`config.mk`:
```
export PLATFORM = sky130hd
export DESIGN_NAME = branch_predictor
export DESIGN_NICKNAME = d
export VERILOG_FILES = /design/src/rtl/branch_predictor.sv
export SDC_FILE = /design/constraint.sdc
export NUM_CORES = 1
export LEC_CHECK = 0
export ABC_AREA = 1
export CAP_MARGIN = 20
export CORE_MARGIN = 3
export CORE_UTILIZATION = 46
export CTS_CLUSTER_DIAMETER = 30
export DETAILED_ROUTE_END_ITERATION = 12
export PLACE_DENSITY = 0.76
export SYNTH_ARGS = -nofsm -noshare
export SYNTH_HDL_FRONTEND = slang
export SYNTH_SLANG_ARGS = --single-unit
```
`constraint.sdc`:
```
create_clock -name clk -period 1.8 [get_ports clk]
set_clock_uncertainty 0.2 [all_clocks]
set_input_delay 0.18 -clock clk [delete_from_list [all_inputs] [get_ports clk]]
set_output_delay 0.18 -clock clk [all_outputs]
set_load 0.01 [all_outputs]
```
`src/rtl/branch_predictor.sv`:
```
// Branch predictor: a table of 2-bit saturating counters indexed by word
// address, with a combinational IF-stage lookup and a MEM-stage update.
// It also keeps saturating counts of resolved branches and mispredictions.
//
// Ports
//   clk              rising-edge clock for all state
//   reset            synchronous, active-high reset
//   if_pc            IF-stage fetch address to look up
//   if_is_branch     IF-stage instruction is a conditional branch
//   predicted        combinational taken prediction for the IF instruction
//   mem_pc           address of the instruction in MEM
//   mem_branch       MEM instruction is a conditional branch
//   mem_taken        resolved outcome of the MEM branch
//   mem_predicted    prediction that was made for the MEM instruction
//   mem_update_en    MEM holds a valid, unstalled, unflushed instruction
//   branch_count     number of resolved conditional branches (saturating)
//   mispredict_count number of mispredicted branches (saturating)
module branch_predictor #(
  parameter int unsigned BHT_INDEX_BITS = 4
) (
  input  logic        clk,
  input  logic        reset,
  input  logic [31:0] if_pc,
  input  logic        if_is_branch,
  output logic        predicted,
  input  logic [31:0] mem_pc,
  input  logic        mem_branch,
  input  logic        mem_taken,
  input  logic        mem_predicted,
  input  logic        mem_update_en,
  output logic [31:0] branch_count,
  output logic [31:0] mispredict_count
);

  localparam int unsigned ENTRIES   = 1 << BHT_INDEX_BITS;
  localparam logic [1:0]  CTR_RESET = 2'b01;
  localparam logic [1:0]  CTR_MAX   = 2'b11;
  localparam logic [1:0]  CTR_MIN   = 2'b00;
  localparam logic [31:0] COUNT_MAX = 32'hFFFF_FFFF;

  // Table of 2-bit counters; bit 1 of an entry is the taken prediction.
  logic [ENTRIES-1:0][1:0] bht;

  logic [BHT_INDEX_BITS-1:0] lookup_idx;
  logic [BHT_INDEX_BITS-1:0] update_idx;
  logic                      update_ev;
  logic                      mispredict;
  logic [1:0]                ctr_cur;
  logic [1:0]                ctr_next;
  logic [31:0]               branch_count_next;
  logic [31:0]               mispredict_count_next;

  // Only the word-index bits of the PCs select an entry; the rest alias.
  logic unused_pc_bits;
  assign unused_pc_bits = ^{if_pc, mem_pc};

  assign lookup_idx = if_pc[BHT_INDEX_BITS+1:2];
  assign update_idx = mem_pc[BHT_INDEX_BITS+1:2];
  assign update_ev  = mem_update_en & mem_branch;
  assign mispredict = mem_predicted ^ mem_taken;

  // Lookup reads the registered table, so a same-cycle update to the same
  // entry is seen only from the following cycle.
  assign predicted = if_is_branch & bht[lookup_idx][1];

  // Saturating counter step and statistics for the entry being resolved.
  always_comb begin
    ctr_cur               = bht[update_idx];
    ctr_next              = ctr_cur;
    branch_count_next     = branch_count;
    mispredict_count_next = mispredict_count;
    if (update_ev) begin
      if (mem_taken) begin
        if (ctr_cur != CTR_MAX) ctr_next = ctr_cur + 2'd1;
      end else begin
        if (ctr_cur != CTR_MIN) ctr_next = ctr_cur - 2'd1;
      end
      if (branch_count != COUNT_MAX) branch_count_next = branch_count + 32'd1;
      if (mispredict && (mispredict_count != COUNT_MAX)) begin
        mispredict_count_next = mispredict_count + 32'd1;
      end
    end
  end

  // State update; reset wins over a coincident update event.
  always_ff @(posedge clk) begin
    if (reset) begin
      bht              <= {ENTRIES{CTR_RESET}};
      branch_count     <= 32'd0;
      mispredict_count <= 32'd0;
    end else begin
      if (update_ev) bht[update_idx] <= ctr_next;
      branch_count     <= branch_count_next;
      mispredict_count <= mispredict_count_next;
    end
  end

endmodule
```
---- Word level (Yosys, flattened, before mapping) ----
Index checks and enable logic that the tools add are counted.
storage, ports and cells
  register bits ........................... 96
operators by class
  add/sub/neg operators ................... 4
  order comparisons ....................... 3
  equality and inequality tests ........... 3
  muxes and demuxes ....................... 11
  bitwise gates (word level) .............. 3
  reductions and logical operators ........ 5
operator list
  kind                   number
  $add 32x1->32 const B  2
  $ne 32x32->1 const B   2
  $bwmux 32              1
  $bmux 2 s4             2
  $mux 2                 7
  $lt 4x5->1 const B     2
  $demux 2 s4            1
  $ge 4x1->1 const B     1
  $reduce_and 2->1       2
  $add 2x1->2 const B    1
  $and 1x1->1            2
  $logic_and 1x1->1      2
  $ne 2x2->1 const B     1
  $reduce_bool 2->1      1
  $sub 2x1->2 const B    1
  $xor 1x1->1            1

---- Longest topological paths before layout ----
  depth after elaboration ................. 7
  depth in mapped cells ................... 16
  depth with buffers taken out ............ 15

---- Worst setup path before layout ----
No wires, ideal clock.
  path kind ............................... register to register
  start point ............................. reg branch_count[1]
  end point ............................... reg branch_count[15]
  setup time .............................. 0.132 ns
  data arrival time ....................... 1.714 ns
  slack ................................... -0.246 ns
  stages on the path, launching flop included .. 13
  path buffers ............................ 2
  clock period less this slack ............ 2.046 ns
  cell sequence ........................... dfxtp_1 -> ha_1 -> nand3_2 -> nor2_2 -> nand3_2 -> nor2_2 -> nand2_1 -> nand2_2 -> inv_2 -> buf_6 -> buf_6 -> nand2_1 -> a21oi_1
between the ends
  word-level cells in the longest chain between the ends .. 2
  elaborated cells on any way between the ends .. 3
  those cells by class .................... add/sub: 1; eq/ne: 1; reduce/logical: 1
ends and longest elaborated chain
  item                                                                   line  source
  from (decl)                                                            31    output logic [31:0] branch_count,
  from (signal assigned)                                                 93    branch_count <= branch_count_next;
  parallel branches: the longest is 2 deep, another holds $add 32x1->32  --
Several ways; the timed one is not identified.
A chain may end at the register's enable or synchronous reset.

---- Worst setup path in the final report ----
  start point ............................. reg mispredict_count[7]
  end point ............................... reg mispredict_count[7]
between the ends
  word-level cells in the longest chain between the ends .. 3
  elaborated cells on any way between the ends .. 4
  those cells by class .................... add/sub: 1; eq/ne: 1; reduce/logical: 2
ends and longest elaborated chain
  item                                                                   line  source
  from (decl)                                                            32    output logic [31:0] mispredict_count
  from (signal assigned)                                                 94    mispredict_count <= mispredict_count_next;
  parallel branches: the longest is 3 deep, another holds $add 32x1->32  --
Several ways; the timed one is not identified.

==> key figures <==
Run status
  • Status: finished, violations left
  • Failing checks: negative setup slack

Clock tree
  • Bufs on Longest Clock Path: 2
  • Clk Tree Root Cell: clkbuf_16
  • TritonCTS clock tree: built
  • Total CTS buffers: 9
  • Clock sinks: 96
  • Clock Latency Late Sink: 0.35 ns
  • CTS H-tree depth: 3
  • CTS clk-pin slew, worst paths: 0.07 ns

Synthesis
  • Top-area cell type share of the netlist area: 0.3331
  • Net Count, Synth: 1011
  • Leading area contributor after synthesis: dfxtp_1
  • Synth unique cells: 28
  • Synthesized area: 5769 um^2
  • Largest cells by area after synthesis: dfxtp_1 33%, nand2_1 22%, a21oi_1 7.7%
  • Seq/Total Area, Yosys: 0.3331
  • Mean Syn Cell Area: between 6 and 7 um^2
  • Yosys warns: 0
  • Cells after Synth: between 900 and 1000
  • Seq cells post-synth: 96

Worst hold path
  • Hold Path Sink: branch_count[22]$_SDFFE_PP0P_
  • Min-delay worst type: in -> reg
  • Hold path cells: 3
  • Min-delay src: reset

Die
  • Chip Height: 118.0 um
  • Initial Util: 0.4763
  • Die width: between 100 and 150 um
  • Row cnt: 40
  • DIE AREA: around 14000 um^2
  • Ports: around 140
  • Core Area: roughly 12000 um^2

Layout
  • Commonest cells after routing, fill and taps aside: 298 x nand2_1, 130 x buf_4, 104 x inv_1
  • # nets final: about 1200
  • Most common cell after layout, fill and taps aside: nand2_1
  • Flip-flop and latch area: between 1500 and 2000 um^2
  • FILL cells: about 930
  • Layout cells sized above 1: 0.2771
  • Area delta synth->final: 53.05%
  • Footprint of the multi-input gates: roughly 3700 um^2
  • Diodes inserted: 0

Worst setup path
  • R2r startpoint: mispredict_count[7]$_SDFFE_PP0P_
  • Crit-path cells: inv_2 > nor3_4 > nand2_2 > nor2_2 > nand4_1 > nand2_4 > inv_4 > buf_12 > o21ai_1 > a21oi_1
  • Worst EP required: roughly 1.8 ns
  • WS Path Type: reg -> reg
  • Worst-path fanout max: 12
  • Flop-to-flop setup slack: -0.09 ns
  • Worst Reg-to-Reg Cells: 10
  • Worst Path Arrival: roughly 1.9 ns
  • Critical path launch point type: flop
  • CP peak stage delay: ~0.34 ns
  • Critical-path top delay cell: dfxtp_2
  • Setup crit end kind: flop
  • Reg2reg end: mispredict_count[7]$_SDFFE_PP0P_

Routing
  • Wirelength per Cell: approximately 15 um
  • Via-per-instance ratio: between 5 and 6
  • DR iter-0 viols: ~580
  • # DRC: 0
  • Antenna-violating nets left: 0
  • Pre-antenna DRT Iters: 5
  • Vias: around 7000
  • WL final: between 15000 and 20000 um

GRT
  • Total grt overflow: 0
  • Largest net degree at the start of global routing: 80
  • Global-route wire length before repair: around 30000 um
  • Vias in the first global route: between 6000 and 7000
  • Initial antenna violation count: 0
  • GRT Total Usage: 0.2564

STA
  • Setup Total Neg Slack: -2.347 ns
  • RSZ-0062 raised after global routing: yes
  • Worst-Margin Slew: a little under 0.8 ns
  • Fmax achieved: approximately 0.53 GHz
  • Final setup vio count: 61
  • Max-slew violations: 0
  • PnR worst setup slack: -0.08876 ns
  • Minimum clock period: roughly 1.9 ns
  • Rel. slew slack: 0.4705
  • Final Hold Vio Count: 0
  • Period utilization: 1.049

Power and ir drop
  • Worst VDD drop: 0.3515 mV
  • PD cells: just over 500 nW/um^2
  • Leak: about 3.8 nW
  • Power Total: 4.517 mW

Placement
  • GP Congestion: around 0.97
  • Dpl hpwl: roughly 13000 um
  • Port bufs: just under 80

Run
  • Max-cap violations: 0
metal layers:
layer | share of wire | track usage | up-vias
met5 | 0 | 0 | -
met4 | 0.034 | 0.1114 | 0
met3 | 0.078 | 0.03460 | 68
met2 | 0.47 | 0.4060 | 328
met1 | 0.42 | 0.3499 | 3188
li1 | - | - | 3391
final cells by class:
class	count	share of cell area
clock buffer	13	0.02947
clock inverter	3	0.001984
inverter	114	0.04960
multi-input combinational	703	0.4247
sequential	96	0.2232
tap	168	0.02381
timing repair buffer	233	0.2473
per-stage QoR:
step | hold WS (ns) | setup WS [ns] | instance area, um^2 | std cells | util
after global routing | 0.1585 | -0.1995 | 8830 | 1330 | 0.7290
after floorplan | 0.2405 | -0.1017 | 5828 | 938 | -
final | 0.1237 | -0.08876 | 8830 | 1330 | 0.7290
after CTS | 0.1445 | -0.02494 | 8234 | 1323 | 0.6799
after detailed placement | 0.2617 | -0.5170 | 7781 | 1296 | 0.6425
after global placement | 0.2534 | -0.4638 | 7781 | 1296 | 0.6425
worst max-delay path, delay by kind of cell (launching register included):
family,cells,cell delay [ns]
buffers and inverters,3,0.29
flip-flops,1,0.34
AND/OR/NAND/NOR,5,0.78
AO/OA/AOI/OAI,2,0.16
Yosys cell counts, drive strengths merged:
library cell,count
clkbuf,11
ha,2
nand2,335
nor2,96
o211ai,2
buf,15
nor4,1
a21oi,92
nor3,44
o21ai,22
nand4,13
nand3b,1
xnor2,15
nor3b,1
nand3,39
dfxtp,96
o21a,4
a21boi,2
inv,114
xor2,33
worst max path at each step:
stage                                     startpoint                               end  slack, ns  cells past startpoint
floorplan               branch_count[0]$_SDFFE_PP0P_     branch_count[15]$_SDFFE_PP0P_      -0.10                     12
global placement                           mem_pc[3]              bht[28]$_SDFFE_PP1P_      -0.46                     14
detailed placement                         mem_pc[3]              bht[18]$_SDFFE_PP1P_      -0.52                     14
CTS                             bht[29]$_SDFFE_PP0P_              bht[29]$_SDFFE_PP0P_      -0.02                     16
global route           branch_count[23]$_SDFFE_PP0P_      branch_count[6]$_SDFFE_PP0P_      -0.20                     11
finish              mispredict_count[7]$_SDFFE_PP0P_  mispredict_count[7]$_SDFFE_PP0P_      -0.09                     10
sequential cells by signal (all words and copies together) (netlist names):
register / count
mispredict_count: 32
bht: 32
branch_count: 32
cell families after synthesis:
kind of cell / synth area share
simple gates: 0.3767
buf+inv: 0.1017
compound gates: 0.1113
flops: 0.3331
xor+xnor: 0.07287
fa+ha+maj: 0.004337
report_power, final:
group	switching (mW)	internal (mW)
Combinational	0.292	0.211
Clock	0.855	1.01
Sequential	0.0141	2.13
Total	1.16	3.36
timing repair:
item                       in CTS  in global routing
pin swaps                       7                 32
setup endpoints to repair      97                112
cloned                          2                  4
hold buffers                    0                  0
gates resized for setup        41                167
buffers inserted                9                  4
(Power assumes the default switching activity.)
